$ cat src/rtl/arb4_rr_ctrl.sv
`default_nettype none
// +--------------------------------------------------------------------------+
// | arb4_rr_ctrl: 4-requester round-robin burst arbiter with data select.    |
// | Optional ARB4_TIMEOUT_EN adds a HoldMax-cycle forced grant release.      |
// | Revision 1.0                                                             |
// +--------------------------------------------------------------------------+
module arb4_rr_ctrl #(
  parameter int DataWidth = 32,
  parameter int HoldMax   = 16
) (
  input  logic                   clk_i,
  input  logic                   rst_i,
  input  logic [3:0]             req_i,
  input  logic [3:0]             last_i,
  input  logic [4*DataWidth-1:0] data_i,
  input  logic                   ready_i,
  output logic [3:0]             gnt_o,
  output logic [1:0]             sel_o,
  output logic                   valid_o,
  output logic [DataWidth-1:0]   data_o,
  output logic                   busy_o
);

  typedef enum logic [0:0] {
    ST_IDLE = 1'b0,
    ST_BUSY = 1'b1
  } state_e;

  state_e     state_q, state_d;
  logic [3:0] gnt_q, gnt_d;
  logic [1:0] sel_q, sel_d;
  logic [1:0] ptr_q, ptr_d;
  logic [1:0] pick;
  logic       found;
  logic       req_sel;
  logic       last_sel;
  logic       xfer;
  logic       release_grant;
  logic       timeout;

  if (HoldMax < 2 || HoldMax > 255) begin : g_bad_holdmax
    $error("arb4_rr_ctrl: HoldMax must be in 2..255");
  end

`ifdef ARB4_TIMEOUT_EN
  logic [7:0] cnt_q, cnt_d;
  assign timeout = (state_q == ST_BUSY) && (cnt_q == 8'(HoldMax - 1));
`else
  assign timeout = 1'b0;
`endif

  // Descending scan so the lowest offset from ptr wins.
  always_comb begin
    pick  = ptr_q;
    found = 1'b0;
    for (int i = 3; i >= 0; i--) begin
      if (req_i[ptr_q + 2'(i)]) begin
        pick  = ptr_q + 2'(i);
        found = 1'b1;
      end
    end
  end

  assign req_sel       = req_i[sel_q];
  assign last_sel      = last_i[sel_q];
  assign busy_o        = (state_q == ST_BUSY);
  assign valid_o       = busy_o && req_sel && !timeout;
  assign xfer          = valid_o && ready_i;
  assign release_grant = (xfer && last_sel) || !req_sel || timeout;
  assign gnt_o         = gnt_q;
  assign sel_o         = sel_q;

  always_comb begin
    data_o = data_i[DataWidth-1:0];
    case (sel_q)
      2'd0: data_o = data_i[0*DataWidth +: DataWidth];
      2'd1: data_o = data_i[1*DataWidth +: DataWidth];
      2'd2: data_o = data_i[2*DataWidth +: DataWidth];
      2'd3: data_o = data_i[3*DataWidth +: DataWidth];
      default: data_o = data_i[DataWidth-1:0];
    endcase
  end

  always_comb begin
    state_d = state_q;
    gnt_d   = gnt_q;
    sel_d   = sel_q;
    ptr_d   = ptr_q;
`ifdef ARB4_TIMEOUT_EN
    cnt_d   = cnt_q;
`endif
    case (state_q)
      ST_IDLE: begin
        if (found) begin
          state_d = ST_BUSY;
          gnt_d   = 4'b0001 << pick;
          sel_d   = pick;
`ifdef ARB4_TIMEOUT_EN
          cnt_d   = 8'd0;
`endif
        end
      end
      ST_BUSY: begin
        if (release_grant) begin
          state_d = ST_IDLE;
          gnt_d   = 4'b0000;
          ptr_d   = sel_q + 2'd1;
        end else begin
`ifdef ARB4_TIMEOUT_EN
          cnt_d   = cnt_q + 8'd1;
`endif
        end
      end
      default: begin
        state_d = ST_IDLE;
        gnt_d   = 4'b0000;
      end
    endcase
  end

  always_ff @(posedge clk_i or posedge rst_i) begin
    if (rst_i) begin
      state_q <= ST_IDLE;
      gnt_q   <= 4'b0000;
      sel_q   <= 2'd0;
      ptr_q   <= 2'd0;
    end else begin
      state_q <= state_d;
      gnt_q   <= gnt_d;
      sel_q   <= sel_d;
      ptr_q   <= ptr_d;
    end
  end

`ifdef ARB4_TIMEOUT_EN
  always_ff @(posedge clk_i or posedge rst_i) begin
    if (rst_i) begin
      cnt_q <= 8'd0;
    end else begin
      cnt_q <= cnt_d;
    end
  end
`endif

endmodule
`default_nettype wire

$ cat config.mk
export PLATFORM = sky130hd
export DESIGN_NAME = arb4_rr_ctrl
export DESIGN_NICKNAME = d
export VERILOG_FILES = /design/src/rtl/arb4_rr_ctrl.sv
export SDC_FILE = /design/constraint.sdc
export NUM_CORES = 1
export LEC_CHECK = 0
export ABC_AREA = 1
export BUFFER_PORTS_ARGS = -buffer_cell sky130_fd_sc_hd__buf_2
export CELL_PAD_IN_SITES_DETAIL_PLACEMENT = 2
export CELL_PAD_IN_SITES_GLOBAL_PLACEMENT = 2
export CORE_ASPECT_RATIO = 1.5
export CORE_MARGIN = 10
export CORE_UTILIZATION = 14
export CTS_BUF_LIST = sky130_fd_sc_hd__clkbuf_2
export CTS_CLUSTER_SIZE = 28
export DETAILED_ROUTE_END_ITERATION = 8
export PLACE_DENSITY = 0.86
export SKIP_CTS_REPAIR_TIMING = 1
export SYNTH_ARGS = -nofsm -noshare
export SYNTH_HDL_FRONTEND = slang
export SYNTH_SLANG_ARGS = --single-unit
$ cat constraint.sdc
create_clock -name clk_i -period 1.96 [get_ports clk_i]
set_clock_uncertainty 0.05 [all_clocks]
set_input_delay 0.098 -clock clk_i [delete_from_list [all_inputs] [get_ports clk_i]]
set_output_delay 0.098 -clock clk_i [all_outputs]
set_load 0.005 [all_outputs]
After elaboration in Yosys (flattened, before gate mapping)

Cells that the tools add are included.

Flip-flop bits (word level): 9
Input bits: 139
Output and inout port bits: 40
Word-level logic and storage cells: 56

Add/sub/neg operators: 4
Order comparisons: 5
Equal/unequal tests: 5
Shift-type cells: 1
Muxes and demuxes: 27
Bitwise operators: 1
Reductions and logical operators: 9

Operator list:

| cell                                                                          | count |
|---|---|
| 32-bit one-hot mux with 4 select lines                                        | 1 |
| 2-bit by 3-bit less-than comparator with 1-bit output (second input constant) | 5 |
| 1-bit binary-select mux with 2-bit select                                     | 6 |
| 1-bit 2-to-1 mux                                                              | 12 |
| 2-bit 2-to-1 mux                                                              | 4 |
| 4-bit 2-to-1 mux                                                              | 2 |
| 4-bit one-hot mux with 2 select lines                                         | 1 |
| 2-bit AND reduction                                                           | 3 |
| 2-bit by 1-bit adder with 2-bit output (second input constant)                | 2 |
| 2-bit adder (second input constant)                                           | 2 |
| 2-bit equality test (second input constant)                                   | 2 |
| 1-bit by 2-bit << shifter with 4-bit output (first input constant)            | 1 |
| 1-bit logical AND                                                             | 3 |
| 2-bit by 1-bit equality test with 1-bit output (second input constant)        | 1 |
| 2-bit logical NOT                                                             | 1 |
| 2-bit by 1-bit != test with 1-bit output (second input constant)              | 1 |
| 2-bit != test (second input constant)                                         | 1 |
| 1-bit one-hot mux with 2 select lines                                         | 1 |
| 1-bit logical NOT                                                             | 1 |
| 1-bit logical OR                                                              | 1 |
| 1-bit inverter                                                                | 1 |

Depth between registers and ports, before layout

Gate-level depths: netlist (run 1).

Depth after elaboration: 10
Mapped depth: 13
Mapped depth without buffers: 12

Least setup slack after synthesis (run 1)

OpenSTA, ideal clock, no wires.

Path type: register to output
Start point: register sel_q[0], in the netlist sel_o[0]
End point: output data_o[12]
Arrival time: 1511 ps
Data required time: 1812 ps
Setup slack: 301 ps
Stages on the path, launching flop included: 7
Buffers on the path: 1
Cells stage by stage: dfrtp_1 > inv_1 > ha_1 > clkbuf_1 > a22o_1 > a21oi_1 > o21ai_0

Word-level cells in the longest chain between the ends: 2
Elaborated cells on any way between the ends: 5
Those cells by class: 3 x eq/ne; 1 x mux; 1 x reduce/logical

Ends and longest elaborated chain:

| what                                              | line | source |
|---|---|---|
| from (decl)                                       | 31   | `logic [1:0] sel_q, sel_d;` |
| from (signal assigned)                            | 130  | `sel_q <= sel_d;` |
| 2-bit equality test, or another cell as far along | 75   | `case (sel_q)` |
| 32-bit one-hot mux with 4 select lines (*)        | 75   |  |
| to (decl)                                         | 20   | `output logic [DataWidth-1:0] data_o,` |

Every way passes the cells marked *; elsewhere a longest branch is shown, timed or not.

Worst setup path in the final report (run 1)

Start point: register sel_q[1], in the netlist sel_o[1]
End point: output data_o[7]

The elaborated chain is that of the path after synthesis.

==> results of run 1 <==
power by group through the flow:
stage               sequential (mW)  clock, mW  combinational, mW
finish                        0.400      0.126               3.80
global route                  0.419      0.146               4.25
CTS                           0.399      0.128               3.44
detailed placement            0.401          0               3.43
global placement              0.393          0               3.26
floorplan                     0.355          0               1.99
cell type report:
cell class,instances,share of cell area
Antenna cell,1,0.0008877
Clock buffer,4,0.007102
Inverter,17,0.02530
Multi-Input combinational cell,213,0.4310
Sequential cell,9,0.08034
Tap cell,144,0.06391
Timing Repair Buffer,190,0.3915
registers in the layout, indices dropped and copies added (netlist names):
signal	count
sel_o	2
ptr_q	2
gnt_o	4
busy_o	1
worst register-to-register path, stage by stage (launching register included):
cell	delay (ns)
dfrtp_1	0.60
inv_8	0.08
nand2_2	0.08
nand3_1	0.10
nand2_1	0.13
nor2_1	0.07
a21oi_4	0.26
inv_2	0.10
nand3_1	0.10
nand2_1	0.05
worst min-delay path by stage:
stage                       start        to  slack, ns  cells past startpoint
after global placement      rst_i  sel_o[1]       0.03                      2
after floorplan             rst_i    busy_o      -0.12                      1
after global routing      ready_i    busy_o       0.16                      4
after CTS                   rst_i  sel_o[0]      -0.25                      2
after detailed placement    rst_i  gnt_o[2]       0.04                      2
final                     ready_i    busy_o       0.14                      4
cells in the mapped netlist, drive strengths merged:
cell type,n
a32oi,1
nand3,14
nand2,77
inv,17
nor2,7
a21oi,35
o21ai,39
dfrtp,9
nand4,3
a21boi,1
ha,4
buf,1
clkbuf,16
a22o,32
stage by stage:
step	total power [mW]	cells	TNS, ns
detailed placement	3.827	567	0
global route	4.814	577	-0.06933
global placement	3.657	567	0
CTS	3.962	571	-0.1052
finish	4.329	578	0
floorplan	2.344	256	0
per-layer routing:
metal	share of wire	wire length (um)
met1	0.36	4219
met2	0.56	6467
met4	0.0056	65
met5	0	0
met3	0.072	835
cell families after synthesis:
group,synth area share
and+or+nand+nor,0.2861
AOI/OAI and AO/OA,0.4417
buffers and inverters,0.09291
adders and majority gates,0.03260
DFF,0.1467
==> results.cfg, run 1 <==
[die]
initial_core_util = 0.1442
row_count = 46
die-area_um2 = 15640
dieWidth_um = 105.5
core_area_um2 = 10650
io_pins = 179
dieHeight_um = 148.3

[status]
status = completed

[finish]
multi_input_area_um2 = 1215
area_growth_pct = 83.62
drive_gt1_frac = 0.5081
fin_util = 0.2647
mostFrequentLayoutCells = 178 x buf_2, 66 x nand2_1, 36 x o21ai_0
nFillCells = 1350
finalInstanceArea_um2 = 2819
final_common_cell = buf_2
layout.nets = 577
register_area_um2 = 226.5

[global_route]
grt_use_total = 0.1247
grt_pass1_wl_um = 15820
grt_pass1_vias = 2710
grtUsageMet2 = 0.2506
grtUsageMet1 = 0.1244
grt-ovfl-total = 0
top_usage_layer = met2
grt_max_degree = 65
use_met3 = 0.03849
grt_antenna_before_repair = 1

[run]
drv_cap = 0

[pwr]
pwr-share-comb = 0.878
p_leak_nw = 1.534
p_seq_frac = 0.092
power.internal_mw = 1.973
vdd_drop_max_mv = 0.6756
cellPowerDensity_nw_per_um2 = 1536
p_sw_mw = 2.356
sw_frac_of_total = 0.5442
p_clk_frac = 0.029

[timing]
worst-slew-pin-transition_ns = 0.4095
fin_crit_sh = 0.9584
relSlewSlack = 0.7270
rsz0062_at_grt = true
fin_crit_ns = 1.878
max_freq_mhz = 532.4
slew_viol_final = 0
layout_setup_ws_ns = 0.08163
setup_viol = 0
whs_ns = 0.1392
hold_violations = 0

[setup_path]
crit_path_end = data_o[7]
reg2reg_to = gnt_o[0]
crit_path_top_delay_cell = dfrtp_2
rr_startpoint = ptr_q[0]
crit_cells = 6
startpoint_type = flip-flop
crit_arrival_ns = 1.73
startpoint = sel_o[1]
cp.buffers_inverters = 2
critical_path.cell_chain = ha_2 -> buf_12 -> a22o_1 -> a21oi_2 -> o21ai_0 -> buf_2
rrSetupSlack_ns = 0.22
crit_type = flip-flop to primary output
endpoint_kind = primary output
r2r_cells = 9
critPathTopFamily = compound AO/OA/AOI/OAI gates
worstPathMaxFanout = 32
slowest_delay_ns = 0.46
worst_ep_required_time_ns = 1.81

[synth]
syn-num-nets = 399
synth.distinct_cells = 21
synth-seq-cells = 9
syn_area_um2 = 1535
syn_avg_cell_area_um2 = 5.997
synth_area_leader_cell = a22o_1
yosysWarnings = 0
ys_seq_area_frac = 0.1467
syn_inst = 256
synth_top_area_frac = 0.1826
synthTopCellsByArea = a22o_1 18%, nand2_1 16%, dfrtp_1 15%

[route]
post_drt_wl_per_cell_um = 20.05
vias_per_cell = 4.536
via_count = 2622
drt_iter0_drc = 55
dr.pass1.iters = 4
ant_nets = 0
wl_um = 11590
drc_errors = 0

[place]
gp_congestion = 0.7852
placed_area_um2 = 2633
pre_cts_slack_ns = 0.2146
port_buffers = 178
hpwl_um = 9198

[clocking]
cts_tree = built
h-tree-depth = 1
cts_sinks = 9
clock_latency_ns = 0.26
clockBufferDepth = 2
clk_pin_slew_ns = 0.09
cts-buffers-inserted = 3
clock-root-buffer = clkbuf_2

[hold_path]
hold_class = input pin to flip-flop
Power figures use the tool's default switching activity.
==> inputs of run 2 (changes only) <==
--- a/config.mk
+++ b/config.mk
@@ -16,6 +16,7 @@
 export CTS_CLUSTER_SIZE = 28
 export DETAILED_ROUTE_END_ITERATION = 8
 export PLACE_DENSITY = 0.86
+export REMOVE_ABC_BUFFERS = 1
 export SKIP_CTS_REPAIR_TIMING = 1
 export SYNTH_ARGS = -nofsm -noshare
 export SYNTH_HDL_FRONTEND = slang
==> run 2 against run 1 <==
Net effect: clock power barely moved; sequential cell count did not move; maximum frequency fell by 1.5%; register-to-register slack improved by 0.04 ns; combinational power fell by 3%; global-route usage rose by 0.52 points; sequential power rose by 3%; highest routed layer unchanged.
==> results.cfg, run 2 (same netlist as run 1, synthesis figures left out) <==
[pwr]
vdd_drop_max_mv = 0.5886
power_mw = 4.235
cellPowerDensity_nw_per_um2 = 1514
p_leak_nw = 1.527

[global_route]
grt_max_degree = 59
grt_antenna_before_repair = 1
grt-ovfl-total = 0
grt_pass1_wl_um = 16530
grt_pass1_vias = 2841
grt_use_total = 0.1299

[finish]
area_growth_pct = 82.23
drive_gt1_frac = 0.5149
mostFrequentLayoutCells = 178 x buf_2, 66 x nand2_1, 34 x o21ai_0
fin_util = 0.2628
nFillCells = 1351
final_common_cell = buf_2
layout.nets = 579
largest_reg_flops = 4

[clocking]
clk_pin_slew_ns = 0.11
clock_latency_ns = 0.25
clockBufferDepth = 2
cts_sinks = 9
cts-buffers-inserted = 3
h-tree-depth = 1
cts_tree = built
clock-root-buffer = clkbuf_2

[timing]
worst-slew-pin-transition_ns = 0.3916
fin_crit_sh = 0.9725
whs_ns = 0.1401
setup_viol = 0
relSlewSlack = 0.7387
fin_crit_ns = 1.906
hold_violations = 0
max_freq_mhz = 524.6
slew_viol_final = 0

[route]
post_drt_wl_per_cell_um = 19.34
vias_per_cell = 4.475
drt_iter0_drc = 60
dr.pass1.iters = 4
ant_nets = 0
via_count = 2600
drc_errors = 0
wl_um = 11240
met1_length_um = 4366
wl_met2_um = 6209
met3_length_um = 647
top_layer = met4

[die]
core_area_um2 = 10650
die-area_um2 = 15640
initial_core_util = 0.1442
dieHeight_um = 148.3
dieWidth_um = 105.5
row_count = 46
io_pins = 179

[place]
port_buffers = 178
hpwl_um = 9480
gp_congestion = 0.8272

[setup_path]
endpoint_kind = primary output
crit_type = flip-flop to primary output
worstPathMaxFanout = 19
worst_ep_required_time_ns = 1.81
startpoint_type = flip-flop
crit_arrival_ns = 1.76

[run]
drv_cap = 0

[status]
status = completed

[hold_path]
hold_class = input pin to flip-flop
-- run 2: worst paths after layout --
path	endpoint	cells after the start	start	slack [ns]
worst min-delay path	busy_o	4	ready_i	0.14
worst max register to register	sel_o[0]	11	ptr_q[0]	0.26
worst max-delay path	data_o[10]	6	sel_o[1]	0.05
min in group asynchronous	sel_o[1]	3	rst_i	0.30
worst min register to register	gnt_o[0]	2	gnt_o[0]	0.47
max in group asynchronous	ptr_q[0]	3	rst_i	1.25
-- run 2: layout make-up --
class	instances	area, um^2	share of cell area
Multi-Input combinational cell	213	1215	0.4343
Timing Repair Buffer	192	1075	0.3842
Sequential cell	9	229.0	0.08184
Tap cell	144	180.2	0.06440
Inverter	17	73.82	0.02639
Clock buffer	4	20.02	0.007156
Antenna cell	2	5.005	0.001789
-- run 2: report_power, final --
group | internal [mW] | switching [mW]
Combinational | 1.59 | 2.11
Clock | 0.0542 | 0.0723
Sequential | 0.275 | 0.138
Total | 1.92 | 2.32
-- run 2: per-stage QoR --
step | TNS (ns) | setup slack [ns] | std cells | area, um^2
after floorplan | -3.873 | -0.1210 | 239 | 1464
after global placement | 0 | 0.2015 | 569 | 2610
after detailed placement | 0 | 0.04409 | 569 | 2610
after CTS | -3.852 | -0.2528 | 573 | 2630
after global routing | -0.03796 | -0.02682 | 580 | 2795
final | 0 | 0.05384 | 581 | 2798
-- run 2: worst max-delay path, stage by stage, from the launching register on --
cell and delay [ns]:
dfrtp_2 0.49, ha_2 0.22, buf_8 0.16, a22o_1 0.24, a21oi_2 0.16, o21ai_0 0.09
buf_2 0.13
-- run 2: per-layer routing --
layer	track usage	vias up
met4	0.01291	0
met5	0	-
met1	0.1385	1241
met3	0.02811	4
met2	0.2584	94
li1	-	1261
